===== config.mk =====
export PLATFORM = sky130hd
export DESIGN_NAME = uart_rx_fifo_flat
export DESIGN_NICKNAME = d
export VERILOG_FILES = /design/src/rtl/uart_rx_fifo_if.sv /design/src/rtl/uart_rx_fifo.sv /design/src/flat_wrapper.sv
export SDC_FILE = /design/constraint.sdc
export NUM_CORES = 1
export LEC_CHECK = 0
export ABC_AREA = 1
export BUFFER_PORTS_ARGS = -buffer_cell sky130_fd_sc_hd__buf_2
export CAP_MARGIN = 20
export CORE_UTILIZATION = 45
export DETAILED_ROUTE_END_ITERATION = 7
export GPL_ROUTABILITY_DRIVEN = 1
export PLACE_DENSITY = 0.65
export SYNTH_ARGS = -nofsm -noshare
export SYNTH_HDL_FRONTEND = slang
export SYNTH_SLANG_ARGS = --single-unit

===== constraint.sdc =====
create_clock -name clk -period 3.3 [get_ports clk]
set_input_delay 0.33 -clock clk [delete_from_list [all_inputs] [get_ports clk]]
set_output_delay 0.33 -clock clk [all_outputs]
set_load 0.02 [all_outputs]

===== src/rtl/uart_rx_fifo_if.sv =====
// Byte stream and status bundle between the UART RX buffer and the system side.
// Pure wiring, no latency.
// Producer side has no backpressure; consumer side uses valid/ready.
interface uart_rx_fifo_if #(
  parameter int DEPTH      = 16,
  parameter int DATA_WIDTH = 8,
  parameter int CNT_WIDTH  = 8
);
  logic                     in_valid;
  logic [DATA_WIDTH-1:0]    in_data;
  logic                     in_error;
  logic                     out_valid;
  logic                     out_ready;
  logic [DATA_WIDTH-1:0]    out_data;
  logic                     out_error;
  logic                     flush;
  logic [$clog2(DEPTH):0]   level;
  logic                     empty;
  logic                     full;
  logic                     overflow;
  logic                     overflow_clear;
  logic [CNT_WIDTH-1:0]     drop_count;

  // FIFO side
  modport slave (
    input  in_valid, in_data, in_error, out_ready, flush, overflow_clear,
    output out_valid, out_data, out_error, level, empty, full, overflow, drop_count
  );

  // UART / system side
  modport master (
    output in_valid, in_data, in_error, out_ready, flush, overflow_clear,
    input  out_valid, out_data, out_error, level, empty, full, overflow, drop_count
  );
endinterface


===== src/rtl/uart_rx_fifo.sv =====
// FWFT receive buffer behind the UART RX path with overflow detection and drop counting.
// Latency: a byte pushed at edge N is on out_data after edge N; no same-cycle bypass.
// Input cannot be stalled: bytes arriving while full (and not popping) are dropped and counted.
module uart_rx_fifo #(
  parameter int DEPTH      = 16,
  parameter int DATA_WIDTH = 8,
  parameter int CNT_WIDTH  = 8
) (
  input  logic           clk,
  input  logic           reset,
  uart_rx_fifo_if.slave  bus
);
  localparam int AW = $clog2(DEPTH);
  localparam int PW = AW + 1;
  localparam logic [PW-1:0]        P_ONE = PW'(1);
  localparam logic [CNT_WIDTH-1:0] C_ONE = CNT_WIDTH'(1);
  localparam logic [CNT_WIDTH-1:0] C_MAX = '1;

  // {error, data} per entry; contents are don't-care until written
  logic [DATA_WIDTH:0]     mem [DEPTH];

  logic [PW-1:0]           wr_ptr_q, wr_ptr_d;
  logic [PW-1:0]           rd_ptr_q, rd_ptr_d;
  logic [PW-1:0]           level_q, level_d;
  logic                    overflow_q, overflow_d;
  logic [CNT_WIDTH-1:0]    drop_cnt_q, drop_cnt_d;

  logic                    empty, full, pop, push, drop;
  logic [DATA_WIDTH:0]     head;

  // Wrap bit distinguishes full from empty when the index bits match
  assign empty = (wr_ptr_q == rd_ptr_q);
  assign full  = (wr_ptr_q[AW-1:0] == rd_ptr_q[AW-1:0]) && (wr_ptr_q[AW] != rd_ptr_q[AW]);

  assign pop  = !empty && bus.out_ready;
  assign push = bus.in_valid && (!full || pop) && !bus.flush;
  assign drop = bus.in_valid && full && !pop && !bus.flush;

  // Head mux depends only on registered state, so out_ready never reaches an output
  assign head = empty ? '0 : mem[rd_ptr_q[AW-1:0]];

  assign bus.out_valid  = !empty;
  assign bus.out_data   = head[DATA_WIDTH-1:0];
  assign bus.out_error  = head[DATA_WIDTH];
  assign bus.level      = level_q;
  assign bus.empty      = empty;
  assign bus.full       = full;
  assign bus.overflow   = overflow_q;
  assign bus.drop_count = drop_cnt_q;

  // Next-state: flush beats push/pop; a drop beats overflow_clear
  always_comb begin
    wr_ptr_d   = wr_ptr_q;
    rd_ptr_d   = rd_ptr_q;
    level_d    = level_q;
    overflow_d = overflow_q;
    drop_cnt_d = drop_cnt_q;

    if (bus.flush) begin
      wr_ptr_d = '0;
      rd_ptr_d = '0;
      level_d  = '0;
    end else begin
      if (push) wr_ptr_d = wr_ptr_q + P_ONE;
      if (pop)  rd_ptr_d = rd_ptr_q + P_ONE;
      if (push && !pop)      level_d = level_q + P_ONE;
      else if (pop && !push) level_d = level_q - P_ONE;
    end

    if (drop) begin
      overflow_d = 1'b1;
      if (bus.overflow_clear)     drop_cnt_d = C_ONE;
      else if (drop_cnt_q != C_MAX) drop_cnt_d = drop_cnt_q + C_ONE;
    end else if (bus.overflow_clear) begin
      overflow_d = 1'b0;
      drop_cnt_d = '0;
    end
  end

  // Control state registers with asynchronous active-low reset
  always_ff @(posedge clk or negedge reset) begin
    if (!reset) begin
      wr_ptr_q   <= '0;
      rd_ptr_q   <= '0;
      level_q    <= '0;
      overflow_q <= 1'b0;
      drop_cnt_q <= '0;
    end else begin
      wr_ptr_q   <= wr_ptr_d;
      rd_ptr_q   <= rd_ptr_d;
      level_q    <= level_d;
      overflow_q <= overflow_d;
      drop_cnt_q <= drop_cnt_d;
    end
  end

  // Storage write; no reset so the array can map onto plain RAM
  always_ff @(posedge clk) begin
    if (push) mem[wr_ptr_q[AW-1:0]] <= {bus.in_error, bus.in_data};
  end
endmodule


===== src/flat_wrapper.sv =====
// flat-port wrapper written by rule: the top's interface ports become plain ports
module uart_rx_fifo_flat 
#(
  parameter int DEPTH      = 16,
  parameter int DATA_WIDTH = 8,
  parameter int CNT_WIDTH  = 8
)
  (clk, reset, bus_in_valid, bus_in_data, bus_in_error, bus_out_ready, bus_flush, bus_overflow_clear, bus_out_valid, bus_out_data, bus_out_error, bus_level, bus_empty, bus_full, bus_overflow, bus_drop_count);
  uart_rx_fifo_if #(.DEPTH(DEPTH), .DATA_WIDTH(DATA_WIDTH), .CNT_WIDTH(CNT_WIDTH)) bus_i ();
  input  logic clk;
  input  logic reset;
  input wire logic [$bits(bus_i.in_valid)-1:0] bus_in_valid;
  input wire logic [$bits(bus_i.in_data)-1:0] bus_in_data;
  input wire logic [$bits(bus_i.in_error)-1:0] bus_in_error;
  input wire logic [$bits(bus_i.out_ready)-1:0] bus_out_ready;
  input wire logic [$bits(bus_i.flush)-1:0] bus_flush;
  input wire logic [$bits(bus_i.overflow_clear)-1:0] bus_overflow_clear;
  output wire logic [$bits(bus_i.out_valid)-1:0] bus_out_valid;
  output wire logic [$bits(bus_i.out_data)-1:0] bus_out_data;
  output wire logic [$bits(bus_i.out_error)-1:0] bus_out_error;
  output wire logic [$bits(bus_i.level)-1:0] bus_level;
  output wire logic [$bits(bus_i.empty)-1:0] bus_empty;
  output wire logic [$bits(bus_i.full)-1:0] bus_full;
  output wire logic [$bits(bus_i.overflow)-1:0] bus_overflow;
  output wire logic [$bits(bus_i.drop_count)-1:0] bus_drop_count;
  assign bus_i.in_valid = bus_in_valid;
  assign bus_i.in_data = bus_in_data;
  assign bus_i.in_error = bus_in_error;
  assign bus_i.out_ready = bus_out_ready;
  assign bus_i.flush = bus_flush;
  assign bus_i.overflow_clear = bus_overflow_clear;
  assign bus_out_valid = bus_i.out_valid;
  assign bus_out_data = bus_i.out_data;
  assign bus_out_error = bus_i.out_error;
  assign bus_level = bus_i.level;
  assign bus_empty = bus_i.empty;
  assign bus_full = bus_i.full;
  assign bus_overflow = bus_i.overflow;
  assign bus_drop_count = bus_i.drop_count;
  uart_rx_fifo #(.DEPTH(DEPTH), .DATA_WIDTH(DATA_WIDTH), .CNT_WIDTH(CNT_WIDTH)) u_core (.clk(clk), .reset(reset), .bus(bus_i));
endmodule

[Word level (Yosys, flattened, before mapping)]
Memory sizes are Yosys's and may differ from the RTL's.
Cells that the tools add are included.
Operators by class
  add/subtract/negate cells: 5
  multipliers: 0
  div/mod/pow operators: 0
  magnitude comparators: 0
  eq/ne operators: 4
  shifts and indexed selects: 0
  muxes and demuxes: 16
  bitwise gates (word level): 0
  reductions and logical operators: 21
Operators by type and width (count)
  $mux W5: 7
  $mux W8: 4
  $add A5 B1 Y5 const B: 3
  $logic_and A1 B1 Y1: 9
  $mux W9: 1
  $add A8 B1 Y8 const B: 1
  $ne A8 B8 Y1 const B: 1
  $reduce_bool A2 Y1: 4
  $eq A5 B5 Y1: 1
  $logic_not A1 Y1: 5
  $sub A5 B1 Y5 const B: 1
  $eq A4 B4 Y1: 1
  $mux W1: 4
  $reduce_bool A3 Y1: 1
  $reduce_and A2 Y1: 1
  $logic_or A1 B1 Y1: 1
  $ne A1 B1 Y1: 1
Storage, ports and cells
  register bits: 24
  latch bits: 0
  bits in writable memories: 144
  memory bits (read-only): 0
  input port bits: 15
  output and inout bits: 26
  logic and storage cells: 52
  memories kept: 1
Memory list
  u_core.mem: words 16, bits a word 9, read ports 1, clocked after Yosys merged registers in 0, wr ports 1, RTL line uart_rx_fifo.sv:20  | logic [DATA_WIDTH:0] mem [DEPTH];

[Logic depth before layout (Yosys ltp)]
  depth after elaboration: 11
  mapped depth: 19
  mapped depth without buffers: 18

[Least setup slack after synthesis]
OpenSTA, ideal clock, no wires.
  path kind: reg-to-reg
  from: register u_core.rd_ptr_q[0]
  to: register u_core.level_q[4] (netlist: u_core.bus.level[4])
  library setup time: 0.117 ns
  data arrival time: 2.230 ns
  required time: 3.183 ns
  path slack: 0.953 ns
  stages on the path, launching flop included: 19
  buffers on the path: 1
  period minus slack after synthesis: 2.347 ns
  cells stage by stage: dfrtp_1 > buf_6 > nand2_1 > nand2_1 > nor2_4 > nand3_4 > nand2_4 > nand3_4 > ha_1 > a21oi_1 > nand2_1 > nand2_1 > nand2_1 > inv_1 > nand4_1 > nand2_1 > inv_1 > nand2_1 > nand2_1
Between the ends
  word-level cells in the longest chain between the ends: 9
  elaborated cells between the ends (all ways): 16
  those cells by class: eq/ne (2); mux (2); reduce/logical (12)
Ends and longest elaborated chain
  from (decl): RTL line uart_rx_fifo.sv:23  | logic [PW-1:0] rd_ptr_q, rd_ptr_d;
  from (signal assigned): RTL line uart_rx_fifo.sv:90  | rd_ptr_q <= rd_ptr_d;
  $eq A5 B5 Y1 *: RTL line uart_rx_fifo.sv:32  | assign empty = (wr_ptr_q == rd_ptr_q);
  $logic_not A1 Y1 *
  net bus_out_valid: RTL line flat_wrapper.sv:18  | output wire logic [$bits(bus_i.out_valid)-1:0] bus_out_valid;
  $logic_and A1 B1 Y1 *: RTL line uart_rx_fifo.sv:35  | assign pop = !empty && bus.out_ready;
  $logic_or A1 B1 Y1: RTL line uart_rx_fifo.sv:36  | assign push = bus.in_valid && (!full || pop) && !bus.flush;
  $logic_and A1 B1 Y1 (2 in series): RTL line uart_rx_fifo.sv:36
  $logic_and A1 B1 Y1 / $logic_not A1 Y1 (equally long branches): RTL line uart_rx_fifo.sv:66, uart_rx_fifo.sv:67
  $mux W5 / $logic_and A1 B1 Y1 (equally long branches): RTL line uart_rx_fifo.sv:66, uart_rx_fifo.sv:67
  $mux W5 / $reduce_bool A3 Y1 (equally long branches)
  to (signal assigned): RTL line uart_rx_fifo.sv:91  | level_q <= level_d;
  to (decl): RTL line uart_rx_fifo.sv:24  | logic [PW-1:0] level_q, level_d;
The timed path passes the listed nets; every way through them passes the cells marked *.
A chain may end at the register's enable or synchronous reset.

[Final worst setup path]
  from: register u_core.rd_ptr_q[0]
  to: output port bus_out_data[3]
Between the ends
  word-level cells in the longest chain between the ends: 2
  elaborated cells between the ends (all ways): 3
  those cells by class: eq/ne (1); mux (1); memory (1)
Ends and longest elaborated chain
  $mem_v2 Z16 W9 / $eq A5 B5 Y1 (equally long branches)
  $mux W9 *: RTL line uart_rx_fifo.sv:40  | assign head = empty ? '0 : mem[rd_ptr_q[AW-1:0]];
  to (decl): RTL line flat_wrapper.sv:19  | output wire logic [$bits(bus_i.out_data)-1:0] bus_out_data;
Mark *: on every way between the ends. The rest lies on a longest branch, timed or not.

==> results.json <==
{
  "synth_area_leaders": "edfxtp_1, dfrtp_1, nor2_1, o21ai_0, nand2_1",
  "antenna_found_initial": 0,
  "drv_slew": 0,
  "cp-start-kind": "flip-flop",
  "pwr_density_cell_nw_per_um2": 629.1,
  "hold_path_class": "in -> reg",
  "postRouteAntennaNets": 0,
  "yosys.area.top_type": "edfxtp_1",
  "worst_slew_pin_slew_ns": 0.6591,
  "area_growth_pct": 16.20,
  "r2r-start": "u_core.rd_ptr_q[2]",
  "vias_per_cell": 5.463,
  "cts_num_sinks": 168,
  "worst-endpoint-required_ns": 2.97,
  "finalCritPeriodShare_pct": 86.47,
  "dieArea_sq_um": 16750,
  "synth_top_area_share_pct": 59.18,
  "whs_ns": 0.1373,
  "tritoncts": "done",
  "vias": 5010,
  "endpoint_kind": "primary output",
  "crit_fanout": 51,
  "layout.nets": 714,
  "outcome": "finished clean",
  "initial_utilization_pct": 46.00,
  "syn_area_per_cell_sq_um": 11.53,
  "yosysMostFrequentCell": "edfxtp_1",
  "cts_hold_buf": 1,
  "netlist_area_sq_um": 7307,
  "min_period_ns": 2.854,
  "irDropWorstVdd_mv": 0.4168,
  "fin_skew_ns": 0.009826,
  "route.detailed.drc": 0,
  "synth_edf_count": 144,
  "wirelength_microns": 16790,
  "worstReg2RegEnd": "u_core.bus.level[4]",
  "synth_seq_cells": 168,
  "path_clk_slew_ns": 0.07,
  "synthArstFlopShare_pct": 14.29,
  "die_x_microns": 129.4,
  "cts_root_buffer": "clkbuf_16",
  "synthCells": 634,
  "path_class": "reg -> out",
  "grt_pass1_wl_microns": 26450,
  "r2r_cells": 18,
  "cap_violations": 0,
  "ys_seq_area_share_pct": 67.40,
  "hold_viol": 0,
  "setup_tns_ns": 0,
  "finalSetupViolCount": 0,
  "diodes": 0,
  "hold_start": "bus_overflow_clear",
  "min_path_cells": 2,
  "ioPinCount": 41,
  "coreArea_sq_um": 15890,
  "yosys_warnings": 0,
  "cts_max_level": 4,
  "slew_headroom_pct": 55.90,
  "synth_cell_types": 39,
  "clock_latency_ns": 0.43,
  "grt-ovfl-total": 0,
  "ys_top_cells_by_count": "edfxtp_1, nor2_1, nand2_1",
  "wl_per_cell_microns": 18.31,
  "drt_first_pass_iters": 5,
  "grtUsageTotal_pct": 21.61,
  "dp_hpwl_microns": 10980,
  "postCtsSetupBuffers": 0,
  "ys.flop_type": "edfxtp_1",
  "arrival_ns": 2.52,
  "placementRows": 46,
  "ctsResizeCount": 0,
  "rsz0062_at_grt": "no",
  "min_to": "u_core.bus.drop_count[2]",
  "rrSetupSlack_ns": 0.73,
  "cts_buffers": 17,
  "portBuffers": 40,
  "grt_pass1_vias": 4874,
  "place_congestion": 0.8426,
  "drt_iter0_markers": 429,
  "die_y_microns": 129.4,
  "p_leak_nw": 3.151,
  "max_freq_mhz": 350.4,
  "grt_max_degree": 52,
  "cts_buffer_depth": 2,
  "syn-num-nets": 660,
  "layout-drive-gt1-share_pct": 17.12
}
worst max-delay path, stage by stage, from the launching register on:
cell and delay [ns]:
dfrtp_2 0.43, inv_2 0.32, buf_12 0.29, nor2_1 0.06, o211ai_1 0.30, nand3_1 0.21
a31oi_1 0.24, buf_2 0.21
report_power, final:
group | total, W | switching, W | internal, W
logic | 0.000798 | 0.000557 | 0.000241
clock network | 0.00216 | 0.000820 | 0.00134
registers | 0.00238 | 0.0000347 | 0.00235
worst max-delay path by stage:
stage | cells after the start | end | slack (ns) | from
6_report | 7 | bus_out_data[3] | 0.45 | u_core.rd_ptr_q[0]
5_1_grt | 8 | bus_out_data[1] | 0.28 | u_core.rd_ptr_q[0]
4_1_cts | 7 | bus_out_data[1] | 0.46 | u_core.rd_ptr_q[0]
3_5_place_dp | 18 | u_core.bus.level[4] | 0.73 | u_core.rd_ptr_q[0]
3_3_place_gp | 18 | u_core.bus.level[4] | 0.82 | u_core.rd_ptr_q[2]
2_1_floorplan | 18 | u_core.bus.level[4] | 0.95 | u_core.rd_ptr_q[0]
flip-flops by register name, indices dropped and copies added (netlist names):
name                   cells
u_core.bus.level           5
u_core.bus.drop_count      8
u_core.rd_ptr_q            5
u_core.mem               144
u_core.wr_ptr_q            5
u_core.bus.overflow        1
cell usage in the layout (no fill, tap or decap), types with 5 or more instances in the layout:
cell type,synthesis,final
o22ai_1,22,22
nand2_1,78,78
ha_1,10,10
xor2_1,6,6
a31oi_1,7,7
buf_4,3,22
clkbuf_16,0,17
o21ai_0,76,76
inv_2,7,7
buf_2,3,40
nor2_1,111,111
o211ai_1,17,17
dfrtp_1,24,23
a21oi_1,6,6
edfxtp_1,144,144
o21ai_1,6,6
bufinv_16,0,5
inv_1,20,20
nand3_1,35,35
routing by layer:
layer | vias to the layer above | global-route usage [%] | routed length, microns | part of all wire (%)
li1 | 2378 | - | - | -
met1 | 2465 | 28.57 | 7252 | 43
met2 | 152 | 35.01 | 8360 | 50
met3 | 15 | 4.996 | 985 | 5.9
met4 | 0 | 7.934 | 195 | 1.2
met5 | - | 0 | 0 | 0
per-stage QoR:
step | util, % | power, W | setup slack (ns) | cell area (sq um) | instances
detailed placement | 49.31 | 0.003226 | 0.7278 | 7833 | 884
global route | 53.45 | 0.005541 | 0.2762 | 8491 | 917
CTS | 53.45 | 0.005375 | 0.4617 | 8491 | 917
global placement | 49.31 | 0.003204 | 0.8178 | 7833 | 884
finish | 53.45 | 0.005341 | 0.4464 | 8491 | 917
floorplan | - | 0.002947 | 0.9529 | 7307 | 634
kinds of logic (layout without fill, tap and decap cells):
kind of cell / count (synthesis) / in the layout / share of synthesized area (%)
AO/OA/AOI/OAI: 140 / 140 / 11.03
XOR/XNOR: 8 / 8 / 1.062
adder cells (fa/ha/maj): 11 / 11 / 1.986
buffers and inverters: 60 / 127 / 3.425
flip-flops: 168 / 168 / 67.40
AND/OR/NAND/NOR: 247 / 247 / 15.10
cell type report:
class | count | area [sq um]
tap | 216 | 270.3
clock buffer | 17 | 425.4
timing repair buffer | 64 | 395.4
multi-input combinational | 406 | 2132
clock inverter | 15 | 222.7
inverter | 31 | 118.9
sequential | 168 | 4926
fill | 1344 | 7395
(Power assumes the default switching activity.)
